## src/rtl/seq_shifter_rev_if.sv

```systemverilog
// Request/response bundle for the sequential reverse-direction shifter.
//
// Request side : Shift_In (operand), Shift_Val (amount), Mode (operation),
//                in_valid / in_ready handshake.
// Response side: Shift_Out (result), Ovf (SLA overflow), out_valid /
//                out_ready handshake, busy (unit occupied).
//
// slave  : the shifter itself.
// master : whoever issues requests and consumes results.
interface seq_shifter_rev_if #(
    parameter int WIDTH = 16,
    parameter int CNT_W = 4
) ();
    logic [WIDTH-1:0] Shift_In;
    logic [CNT_W-1:0] Shift_Val;
    logic [1:0]       Mode;
    logic             in_valid;
    logic             in_ready;
    logic [WIDTH-1:0] Shift_Out;
    logic             Ovf;
    logic             out_valid;
    logic             out_ready;
    logic             busy;

    modport slave (
        input  Shift_In, Shift_Val, Mode, in_valid, out_ready,
        output in_ready, Shift_Out, Ovf, out_valid, busy
    );

    modport master (
        output Shift_In, Shift_Val, Mode, in_valid, out_ready,
        input  in_ready, Shift_Out, Ovf, out_valid, busy
    );
endinterface

```

## src/rtl/seq_shifter_rev.sv

```systemverilog
// Multi-cycle, one-bit-per-cycle shifter for the ALU slow path.
// Operations (Mode): 00 logical right, 01 arithmetic left with overflow
// detect, 10 rotate left, 11 pass-through.
//
// Ports:
//   clk : clock, rising-edge.
//   rst : asynchronous, active-high reset.
//   bus : seq_shifter_rev_if.slave -- request (Shift_In, Shift_Val, Mode,
//         in_valid/in_ready) and response (Shift_Out, Ovf,
//         out_valid/out_ready, busy).
//
// Flow: IDLE accepts a request and loads the operand; RUN performs one
// single-bit step per cycle until the count expires; DONE presents the
// result until the consumer takes it, then returns to IDLE.
module seq_shifter_rev #(
    parameter int WIDTH = 16,
    parameter int CNT_W = 4
) (
    input  logic                clk,
    input  logic                rst,
    seq_shifter_rev_if.slave    bus
);

    localparam logic [1:0] MODE_SRL  = 2'b00;
    localparam logic [1:0] MODE_SLA  = 2'b01;
    localparam logic [1:0] MODE_ROL  = 2'b10;
    localparam logic [1:0] MODE_NONE = 2'b11;

    typedef enum logic [1:0] {
        IDLE = 2'b00,
        RUN  = 2'b01,
        DONE = 2'b10
    } state_t;

    state_t           state_reg, state_next;
    logic [WIDTH-1:0] data_reg,  data_next;
    logic [CNT_W-1:0] count_reg, count_next;
    logic [1:0]       mode_reg,  mode_next;
    logic             ovf_reg,   ovf_next;

    // Single-bit step results for each operation, built bit by bit.
    logic [WIDTH-1:0] srl_step;
    logic [WIDTH-1:0] sla_step;
    logic [WIDTH-1:0] rol_step;

    for (genvar gi = 0; gi < WIDTH; gi++) begin : g_step
        if (gi == WIDTH - 1) begin : g_msb
            assign srl_step[gi] = 1'b0;
        end else begin : g_lo
            assign srl_step[gi] = data_reg[gi+1];
        end

        if (gi == 0) begin : g_lsb
            assign sla_step[gi] = 1'b0;
            assign rol_step[gi] = data_reg[WIDTH-1];
        end else begin : g_hi
            assign sla_step[gi] = data_reg[gi-1];
            assign rol_step[gi] = data_reg[gi-1];
        end
    end

    // A left step overflows when the sign bit is about to change, i.e. the
    // two top bits of the value before the step differ.
    logic sla_sign_change;
    assign sla_sign_change = data_reg[WIDTH-1] ^ data_reg[WIDTH-2];

    always_ff @(posedge clk or posedge rst) begin
        if (rst) begin
            state_reg <= IDLE;
            data_reg  <= '0;
            count_reg <= '0;
            mode_reg  <= MODE_SRL;
            ovf_reg   <= 1'b0;
        end else begin
            state_reg <= state_next;
            data_reg  <= data_next;
            count_reg <= count_next;
            mode_reg  <= mode_next;
            ovf_reg   <= ovf_next;
        end
    end

    always_comb begin
        state_next = state_reg;
        data_next  = data_reg;
        count_next = count_reg;
        mode_next  = mode_reg;
        ovf_next   = ovf_reg;

        case (state_reg)
            IDLE: begin
                if (bus.in_valid) begin
                    data_next  = bus.Shift_In;
                    mode_next  = bus.Mode;
                    ovf_next   = 1'b0;
                    // Pass-through is treated as a zero-length shift.
                    count_next = (bus.Mode == MODE_NONE) ? '0 : bus.Shift_Val;
                    state_next = (count_next == '0) ? DONE : RUN;
                end
            end

            RUN: begin
                case (mode_reg)
                    MODE_SRL: data_next = srl_step;
                    MODE_SLA: begin
                        data_next = sla_step;
                        ovf_next  = ovf_reg | sla_sign_change;
                    end
                    MODE_ROL: data_next = rol_step;
                    default:  data_next = data_reg;
                endcase
                count_next = count_reg - CNT_W'(1);
                if (count_reg == CNT_W'(1)) begin
                    state_next = DONE;
                end
            end

            DONE: begin
                if (bus.out_ready) begin
                    state_next = IDLE;
                end
            end

            default: state_next = IDLE;
        endcase
    end

    assign bus.in_ready  = (state_reg == IDLE);
    assign bus.out_valid = (state_reg == DONE);
    assign bus.busy      = (state_reg != IDLE);
    assign bus.Shift_Out = data_reg;
    // The accumulator only ever sets in SLA and is cleared on accept, so
    // gating with DONE is enough to keep Ovf at 0 for other modes.
    assign bus.Ovf       = (state_reg == DONE) & ovf_reg;

endmodule

```

## src/flat_wrapper.sv

```systemverilog
// flat-port wrapper written by rule: the top's interface ports become plain ports
module seq_shifter_rev_flat 
#(
    parameter int WIDTH = 16,
    parameter int CNT_W = 4
)
  (clk, rst, bus_Shift_In, bus_Shift_Val, bus_Mode, bus_in_valid, bus_out_ready, bus_in_ready, bus_Shift_Out, bus_Ovf, bus_out_valid, bus_busy);
  seq_shifter_rev_if #(.WIDTH(WIDTH), .CNT_W(CNT_W)) bus_i ();
  input  logic clk;
  input  logic rst;
  input wire logic [$bits(bus_i.Shift_In)-1:0] bus_Shift_In;
  input wire logic [$bits(bus_i.Shift_Val)-1:0] bus_Shift_Val;
  input wire logic [$bits(bus_i.Mode)-1:0] bus_Mode;
  input wire logic [$bits(bus_i.in_valid)-1:0] bus_in_valid;
  input wire logic [$bits(bus_i.out_ready)-1:0] bus_out_ready;
  output wire logic [$bits(bus_i.in_ready)-1:0] bus_in_ready;
  output wire logic [$bits(bus_i.Shift_Out)-1:0] bus_Shift_Out;
  output wire logic [$bits(bus_i.Ovf)-1:0] bus_Ovf;
  output wire logic [$bits(bus_i.out_valid)-1:0] bus_out_valid;
  output wire logic [$bits(bus_i.busy)-1:0] bus_busy;
  assign bus_i.Shift_In = bus_Shift_In;
  assign bus_i.Shift_Val = bus_Shift_Val;
  assign bus_i.Mode = bus_Mode;
  assign bus_i.in_valid = bus_in_valid;
  assign bus_i.out_ready = bus_out_ready;
  assign bus_in_ready = bus_i.in_ready;
  assign bus_Shift_Out = bus_i.Shift_Out;
  assign bus_Ovf = bus_i.Ovf;
  assign bus_out_valid = bus_i.out_valid;
  assign bus_busy = bus_i.busy;
  seq_shifter_rev #(.WIDTH(WIDTH), .CNT_W(CNT_W)) u_core (.clk(clk), .rst(rst), .bus(bus_i));
endmodule
```

## config.mk

```make
export PLATFORM = sky130hd
export DESIGN_NAME = seq_shifter_rev_flat
export DESIGN_NICKNAME = d
export VERILOG_FILES = /design/src/rtl/seq_shifter_rev_if.sv /design/src/rtl/seq_shifter_rev.sv /design/src/flat_wrapper.sv
export SDC_FILE = /design/constraint.sdc
export NUM_CORES = 1
export LEC_CHECK = 0
export ABC_AREA = 0
export BUFFER_PORTS_ARGS = -buffer_cell sky130_fd_sc_hd__buf_2
export CORE_MARGIN = 3
export CORE_UTILIZATION = 32
export DETAILED_ROUTE_END_ITERATION = 8
export GPL_TIMING_DRIVEN = 0
export PLACE_DENSITY = 0.53
export SLEW_MARGIN = 25
export SYNTH_ARGS = -nofsm -noshare
export SYNTH_HDL_FRONTEND = slang
export SYNTH_SLANG_ARGS = --single-unit
```

## constraint.sdc

```tcl
create_clock -name clk -period 2.22 [get_ports clk]
set_input_delay 0.444 -clock clk [delete_from_list [all_inputs] [get_ports clk]]
set_output_delay 0.444 -clock clk [all_outputs]
set_load 0.02 [all_outputs]
```

### Word level (Yosys, flattened, before mapping)

Index checks and enable logic that the tools add are counted.
Widths: inputs -> output; s select.

| word-level totals | value |
|---|---|
| bits in registers | 25 |
| output and inout bits | 20 |
| input bits | 26 |
| logic and storage cells | 44 |

| operators by class | value |
|---|---|
| reductions and logical operators | 10 |
| bitwise operators | 3 |
| eq/ne operators | 11 |
| add/subtract/negate cells | 1 |
| multiplexer cells | 14 |

Operators by type and width:

| cell | count |
|---|---|
| $pmux 16 s3 | 1 |
| $pmux 16 s2 | 1 |
| $mux 16 | 1 |
| $reduce_and 3->1 | 3 |
| $mux 2 | 4 |
| $mux 4 | 2 |
| $pmux 4 s2 | 1 |
| $eq 2x2->1 const B | 3 |
| $ne 2x2->1 const B | 3 |
| $pmux 2 s3 | 1 |
| $eq 2x1->1 const B | 2 |
| $eq 4x1->1 const B | 1 |
| $logic_not 2->1 | 2 |
| $logic_not 4->1 | 1 |
| $ne 4x4->1 const B | 1 |
| $reduce_and 2->1 | 2 |
| $reduce_bool 2->1 | 2 |
| $sub 4x1->4 const B | 1 |
| $mux 1 | 2 |
| $ne 2x1->1 const B | 1 |
| $pmux 1 s2 | 1 |
| $and 1x1->1 | 1 |
| $or 1x1->1 | 1 |
| $xor 1x1->1 | 1 |

### Logic depth before layout (Yosys ltp)

Gate-level depths: netlist of the first run.

| logic depth | value |
|---|---|
| depth after elaboration | 6 |
| gate-level depth with buffers | 7 |

### Worst setup path before layout of the first run

Ideal clock, no wire load.

| path | value |
|---|---|
| path type | reg-to-output |
| start | register u_core.state_reg[0] |
| end | output bus_Ovf |
| buffers on the path | 1 |
| stages on the path, launching flop included | 4 |
| slack | 0.606 ns |
| arrival time | 1.170 ns |
| required time | 1.776 ns |
| cell sequence | dfrtp_1 -> buf_4 -> nor2b_1 -> and2_1 |

| on the way | value |
|---|---|
| cells in the longest elaborated chain, start to end | 2 |

RTL lines:

| what | line | source |
|---|---|---|
| start: declaration | seq_shifter_rev.sv:35 | `state_t state_reg, state_next;` |
| start signal: assignment | seq_shifter_rev.sv:75 | `state_reg <= state_next;` |
| $eq 2x2->1 | -- |  |
| net bus_out_valid | flat_wrapper.sv:19 | `output wire logic [$bits(bus_i.out_valid)-1:0] bus_out_valid;` |
| $and 1x1->1 | seq_shifter_rev.sv:134 | `assign bus.Ovf = (state_reg == DONE) & ovf_reg;` |
| end: declaration | flat_wrapper.sv:18 | `output wire logic [$bits(bus_i.Ovf)-1:0] bus_Ovf;` |

The timed path passes the listed nets, and every way through them passes these cells.

### Worst setup path in the final report of the first run

| path | value |
|---|---|
| start | register u_core.mode_reg[0] |
| end | register u_core.data_reg[0] (netlist: u_core.bus.Shift_Out[0]) |

| on the way | value |
|---|---|
| cells in the longest elaborated chain, start to end | 3 |
| elaborated cells between the ends (all ways) | 7 |

RTL lines:

| what | line | source |
|---|---|---|
| start: declaration | seq_shifter_rev.sv:38 | `logic [1:0] mode_reg, mode_next;` |
| start signal: assignment | seq_shifter_rev.sv:78 | `mode_reg <= mode_next;` |
| $eq 2x2->1, or another cell as far along | seq_shifter_rev.sv:103 | `case (mode_reg)` |
| $pmux 16 s3 / $ne 4x4->1 (equally long branches) | -- |  |
| $pmux 16 s2 / $reduce_and 3->1 (equally long branches) | -- |  |
| end signal: assignment | seq_shifter_rev.sv:76 | `data_reg <= data_next;` |
| end: declaration | seq_shifter_rev.sv:36 | `logic [WIDTH-1:0] data_reg, data_next;` |

Several ways; a longest one is shown, not always the timed one.
A chain may end at the register's enable or synchronous reset.

==> flow_summary.toml, run 1 <==
[run_status]
outcome = "complete, no violations"

[yosys]
synth-edff-count = 0
post-synth-top-count-cell = "dfrtp_1"
syn-cell-area_um2 = 1515
synth_area_leader_cell = "dfrtp_1"
synth_ff_type = "dfrtp_1"
yosys.area.top_type_share_pct = 41.29
seq_area_frac_synth_pct = 41.29
syn_inst = 155
async_flop_share_pct = 100.0
syn-num-nets = 186
synth-seq-cells = 25
syn_area_per_cell_um2 = 9.776
synth_common_cells = "dfrtp_1 (25), nor2_1 (19), o21ai_0 (18), a221oi_1 (14)"
ys_types = 42
synth_warnings = 0
synth_area_leaders = "dfrtp_1 (41%), a221oi_1 (8.1%), o31ai_2 (7.4%), o21ai_0 (5.9%), nor2_1 (4.7%)"

[routing]
drtIter0Drc = 108
viasPerCell = 5.703
drc_errors = 0
wl_per_cell_um = 16.82
firstDrtPassIters = 4
ant_nets = 0
num_vias = 1460
wl_mm = 4.307

[setup_path]
path_class = "reg2reg"
critPathCaptureType = "flop"
worstPathMaxFanout = 10
critPathLaunchType = "flop"
arrival_ps = 2100
crit_path_max_incr_delay_ps = 490
worstPathCellList = "inv_1, ha_1, nor4b_4, clkbuf_1, o21ai_0, o31ai_2"
worstPathRequired_ps = 2410
crit_slowest_cell = "nor4b_4"

[placement]
gp_congestion = 0.7739
portBuffers = 45
post_dp_cell_area_um2 = 1805
dp_hpwl_mm = 3.201

[die]
start_util_pct = 33.86
fp-row-count = 24
die_area_um2 = 5597
pin_count = 46
core_um2 = 4474
die_h_um = 74.81
die_w_um = 74.81

[sta]
maxSlewViolCount = 0
hold_viol = 0
timing.slew.headroom_pct = 62.80
worst_slew_pin_slew_ps = 557.2
fmax_mhz = 523.3
layout_min_cycle_time_ps = 1911
final-setup-viol-count = 0
rsz0062_at_grt = "false"
finalSetupTns_ps = 0
fin_skew_ps = 2.414
period_share_pct = 86.08

[finish]
synthToLayoutAreaGrowth_pct = 22.13
ff_latch_area_um2 = 625.6
largest_register_ffs = 16
stdcell_area_um2 = 1851
layout-drive-gt1-share_pct = 33.33
fillers = 463
num_antenna_cells = 0
multi_input_area_um2 = 775.7
nNetsFinal = 236

[job]
drv_cap = 0

[clock_tree]
cts_buffers = 3
cts_root_buf = "clkbuf_8"
clk_pin_slew_ps = 90
cts_sinks = 25
post_cts_buffers = 0
cts_tree = "built"
hold_buffers = 0
htreeDepth = 1
clock_path_buffers = 2
clock_latency_ps = 270
cts_resized = 0

[power]
seqPwrFrac_pct = 27.0
p_sw_mw = 1.690
p_clk_share_pct = 8.2
swShare_pct = 50.06
power_frac_comb_pct = 64.8
leakagePower_nw = 0.8696
vdd_ir_drop_max_mv = 0.5721
internal_power_mw = 1.686
power.density_nw_per_um2 = 1825

[global_routing]
grt_max_degree = 26
grt-ovfl-total = 0
grt_pass1_wl_mm = 6.989
track_usage_pct = 16.21
grt_pass1_vias = 1445
antenna_found_initial = 0

[hold_path]
hold_path_class = "in2async"
through the flow:
stage | instances | utilization (%) | hold WS [ps] | power (mW) | setup WS, ps
after floorplan | 155 | - | 454.5 | 2.505 | 606.0
after global placement | 252 | 40.35 | 492.9 | 3.064 | 390.0
after detailed placement | 252 | 40.35 | 520.5 | 3.124 | 327.5
after CTS | 256 | 41.36 | 417.6 | 3.406 | 309.4
after global routing | 256 | 41.36 | 248.5 | 3.653 | 179.1
final | 256 | 41.36 | 209.3 | 3.377 | 308.9
worst max-delay path: cells and delay by family, from the launching register on:
kind	cells	cell delay, ps
buffers and inverters	2	460
DFF	1	370
and+or+nand+nor	1	490
AOI/OAI and AO/OA	2	250
adders and majority gates	1	260
kinds of logic after synthesis:
kind of cell             count (synthesis)  synth area share [%]
AO/OA/AOI/OAI                           63                 32.29
AND/OR/NAND/NOR                         39                 14.20
adder cells (fa/ha/maj)                  5                 4.129
buffers and inverters                   22                 7.515
XOR/XNOR                                 1                0.5781
flip-flops                              25                 41.29
routing by layer:
metal,global-route usage [%],share of wire [%],vias up
met5,0,0,-
li1,-,-,686
met3,2.937,4.8,6
met1,22.44,46,732
met2,25.56,48,36
met4,5.534,1.1,0
layout by cell type (no fill, tap or decap), drive strengths merged, types with 2 or more instances in the layout:
| cell | instances |
|---|---|
| nor3b | 2 |
| clkbuf | 9 |
| nor2b | 2 |
| dfrtp | 25 |
| nor2 | 19 |
| a221oi | 14 |
| o21ai | 19 |
| a221o | 2 |
| nand3 | 2 |
| ha | 5 |
| a21oi | 2 |
| o31ai | 15 |
| buf | 53 |
| inv | 9 |
| nand2 | 4 |
final cells by class:
| cell class | count | share of cell area, % |
|---|---|---|
| multi-input cells | 108 | 41.92 |
| flip-flops and latches | 25 | 33.81 |
| repair buffers | 45 | 12.17 |
| plain buffers | 13 | 4.327 |
| well taps | 52 | 3.516 |
| clock buffers | 4 | 2.434 |
| inverters | 9 | 1.826 |
worst paths after layout:
path                                    startpoint                 endpoint  slack [ps]  depth (start not counted)
worst max-delay path            u_core.mode_reg[0]  u_core.bus.Shift_Out[0]         310                          6
worst min-delay path                           rst  u_core.bus.Shift_Out[3]         210                          2
worst max register to register  u_core.mode_reg[0]  u_core.bus.Shift_Out[0]         310                          6
worst min register to register      u_core.ovf_reg           u_core.ovf_reg         530                          2
max in group asynchronous                      rst       u_core.mode_reg[0]        1640                          2
min in group clk                       bus_Mode[0]       u_core.mode_reg[0]         420                          3
power groups by stage:
stage	sequential (mW)	clock, mW	combinational (mW)
after CTS	0.908	0.287	2.21
after detailed placement	0.915	0	2.21
after floorplan	1.04	0	1.47
after global routing	0.944	0.308	2.40
after global placement	0.907	0	2.16
final	0.912	0.278	2.19
Power figures use the tool's default switching activity.
==> run 2: changes to the inputs <==
--- a/config.mk
+++ b/config.mk
@@ -11,7 +11,7 @@
 export CORE_UTILIZATION = 32
 export DETAILED_ROUTE_END_ITERATION = 8
 export GPL_TIMING_DRIVEN = 0
-export PLACE_DENSITY = 0.53
+export PLACE_DENSITY = 0.55
 export SLEW_MARGIN = 25
 export SYNTH_ARGS = -nofsm -noshare
 export SYNTH_HDL_FRONTEND = slang
==> run 2 against run 1 <==
Global-route usage is 0.55 points lower. Total power is 0.85% lower. Sequential power hardly changed. Highest routed layer unchanged.
==> flow_summary.toml, run 2 (synthesis gave the netlist of run 1 again) <==
[routing]
ant_nets = 0
num_vias = 1394
wl_mm = 4.070
drtIter0Drc = 67
viasPerCell = 5.445
drc_errors = 0
wl_per_cell_um = 15.90
firstDrtPassIters = 4

[setup_path]
path_class = "reg2reg"
critPathLaunchType = "flop"
crit_slowest_cell = "nor4b_4"
arrival_ps = 2040
worstPathRequired_ps = 2410
r2r_slack_ps = 370
regToRegEndpoint = "u_core.bus.Shift_Out[2]"
crit_path_start = "u_core.mode_reg[0]"
crit_path_max_incr_delay_ps = 450
critPathCaptureType = "flop"
endpoint = "u_core.bus.Shift_Out[2]"
reg2reg_from = "u_core.mode_reg[0]"
r2r.worst_path.cells = 6
worstPathCellList = "inv_1, ha_1, nor4b_4, clkbuf_1, o21ai_0, o31ai_2"
worstPathMaxFanout = 10

[sta]
final-setup-viol-count = 0
finalSetupTns_ps = 0
holdWs_ps = 207.6
worst_slack_ps = 367.5
fin_skew_ps = 2.010
fmax_mhz = 539.8
period_share_pct = 83.45
maxSlewViolCount = 0
rsz0062_at_grt = "false"
timing.slew.headroom_pct = 63.58
worst_slew_pin_slew_ps = 545.5
hold_viol = 0
layout_min_cycle_time_ps = 1853

[power]
finalPower_mw = 3.348
leakagePower_nw = 0.8696
vdd_ir_drop_max_mv = 0.9724
power.density_nw_per_um2 = 1809

[global_routing]
track_usage_pct = 15.66
grt_pass1_vias = 1389
grt-ovfl-total = 0
grt_pass1_wl_mm = 6.768
antenna_found_initial = 0
grt_max_degree = 26

[clock_tree]
hold_buffers = 0
clock_path_buffers = 2
clk_pin_slew_ps = 90
post_cts_buffers = 0
clock_latency_ps = 270
cts_sinks = 25
cts_root_buf = "clkbuf_8"
cts_buffers = 3
cts_tree = "built"
cts_resized = 0
htreeDepth = 1

[die]
core_um2 = 4474
die_w_um = 74.81
pin_count = 46
die_area_um2 = 5597
fp-row-count = 24
die_h_um = 74.81
start_util_pct = 33.86

[finish]
layout-drive-gt1-share_pct = 33.33
layout_common_cells = "buf_2 (49), dfrtp_1 (25), nor2_1 (19), o21ai_0 (18), a221oi_1 (14)"
stdcell_area_um2 = 1851
nNetsFinal = 236
layout_commonest_cell = "buf_2"
largest_register_ffs = 16
num_antenna_cells = 0
synthToLayoutAreaGrowth_pct = 22.13
fin_cells = 256
postLayoutCoreUtil_pct = 41.36

[hold_path]
hold_path_class = "in2async"

[job]
drv_cap = 0

[placement]
dp.cells = 252
dp_hpwl_mm = 2.978
gp_congestion = 0.7566
portBuffers = 45
post_dp_cell_area_um2 = 1805
dp_slack_ps = 376.6

[run_status]
outcome = "complete, no violations"
==> run 2: cell counts in the layout (fill, tap and decap cells not counted) <==
Identical to the previous run, type by type.
==> run 2: worst min path at each step <==
stage | from | endpoint | slack [ps]
after global routing | rst | u_core.bus.Shift_Out[3] | 260
after CTS | bus_Mode[0] | u_core.mode_reg[0] | 420
after floorplan | u_core.ovf_reg | u_core.ovf_reg | 450
after global placement | u_core.ovf_reg | u_core.ovf_reg | 490
after detailed placement | u_core.ovf_reg | u_core.ovf_reg | 500
final | rst | u_core.bus.Shift_Out[3] | 210
==> run 2: area by class of cell <==
class	instances	area, µm²
Fill cell	461	2624
Timing Repair Buffer	45	225.2
Multi-Input combinational cell	108	775.7
Inverter	9	33.78
Sequential cell	25	625.6
Clock buffer	4	45.04
Buffer	13	80.08
Tap cell	52	65.06
==> run 2: routing by layer <==
metal | global-route usage [%] | routed length (µm) | share of wire, % | vias up
li1 | - | - | - | 680
met1 | 22.37 | 1973 | 48 | 669
met2 | 24.68 | 1855 | 46 | 43
met3 | 2.537 | 220 | 5.4 | 2
met4 | 4.150 | 21 | 0.52 | 0
met5 | 0 | 0 | 0 | -
==> run 2: critical path, delay by kind of cell (launching register included) <==
family / cells / cell delay (ps)
buffers and inverters: 2 / 460
AND/OR/NAND/NOR: 1 / 450
adder cells (fa/ha/maj): 1 / 250
AO/OA/AOI/OAI: 2 / 250
flip-flops: 1 / 360
==> run 2: power by group <==
| group | switching (mW) | internal (mW) |
|---|---|---|
| sequential | 0.210 | 0.699 |
| combinational | 1.30 | 0.857 |
| clock | 0.153 | 0.129 |
| total | 1.66 | 1.68 |
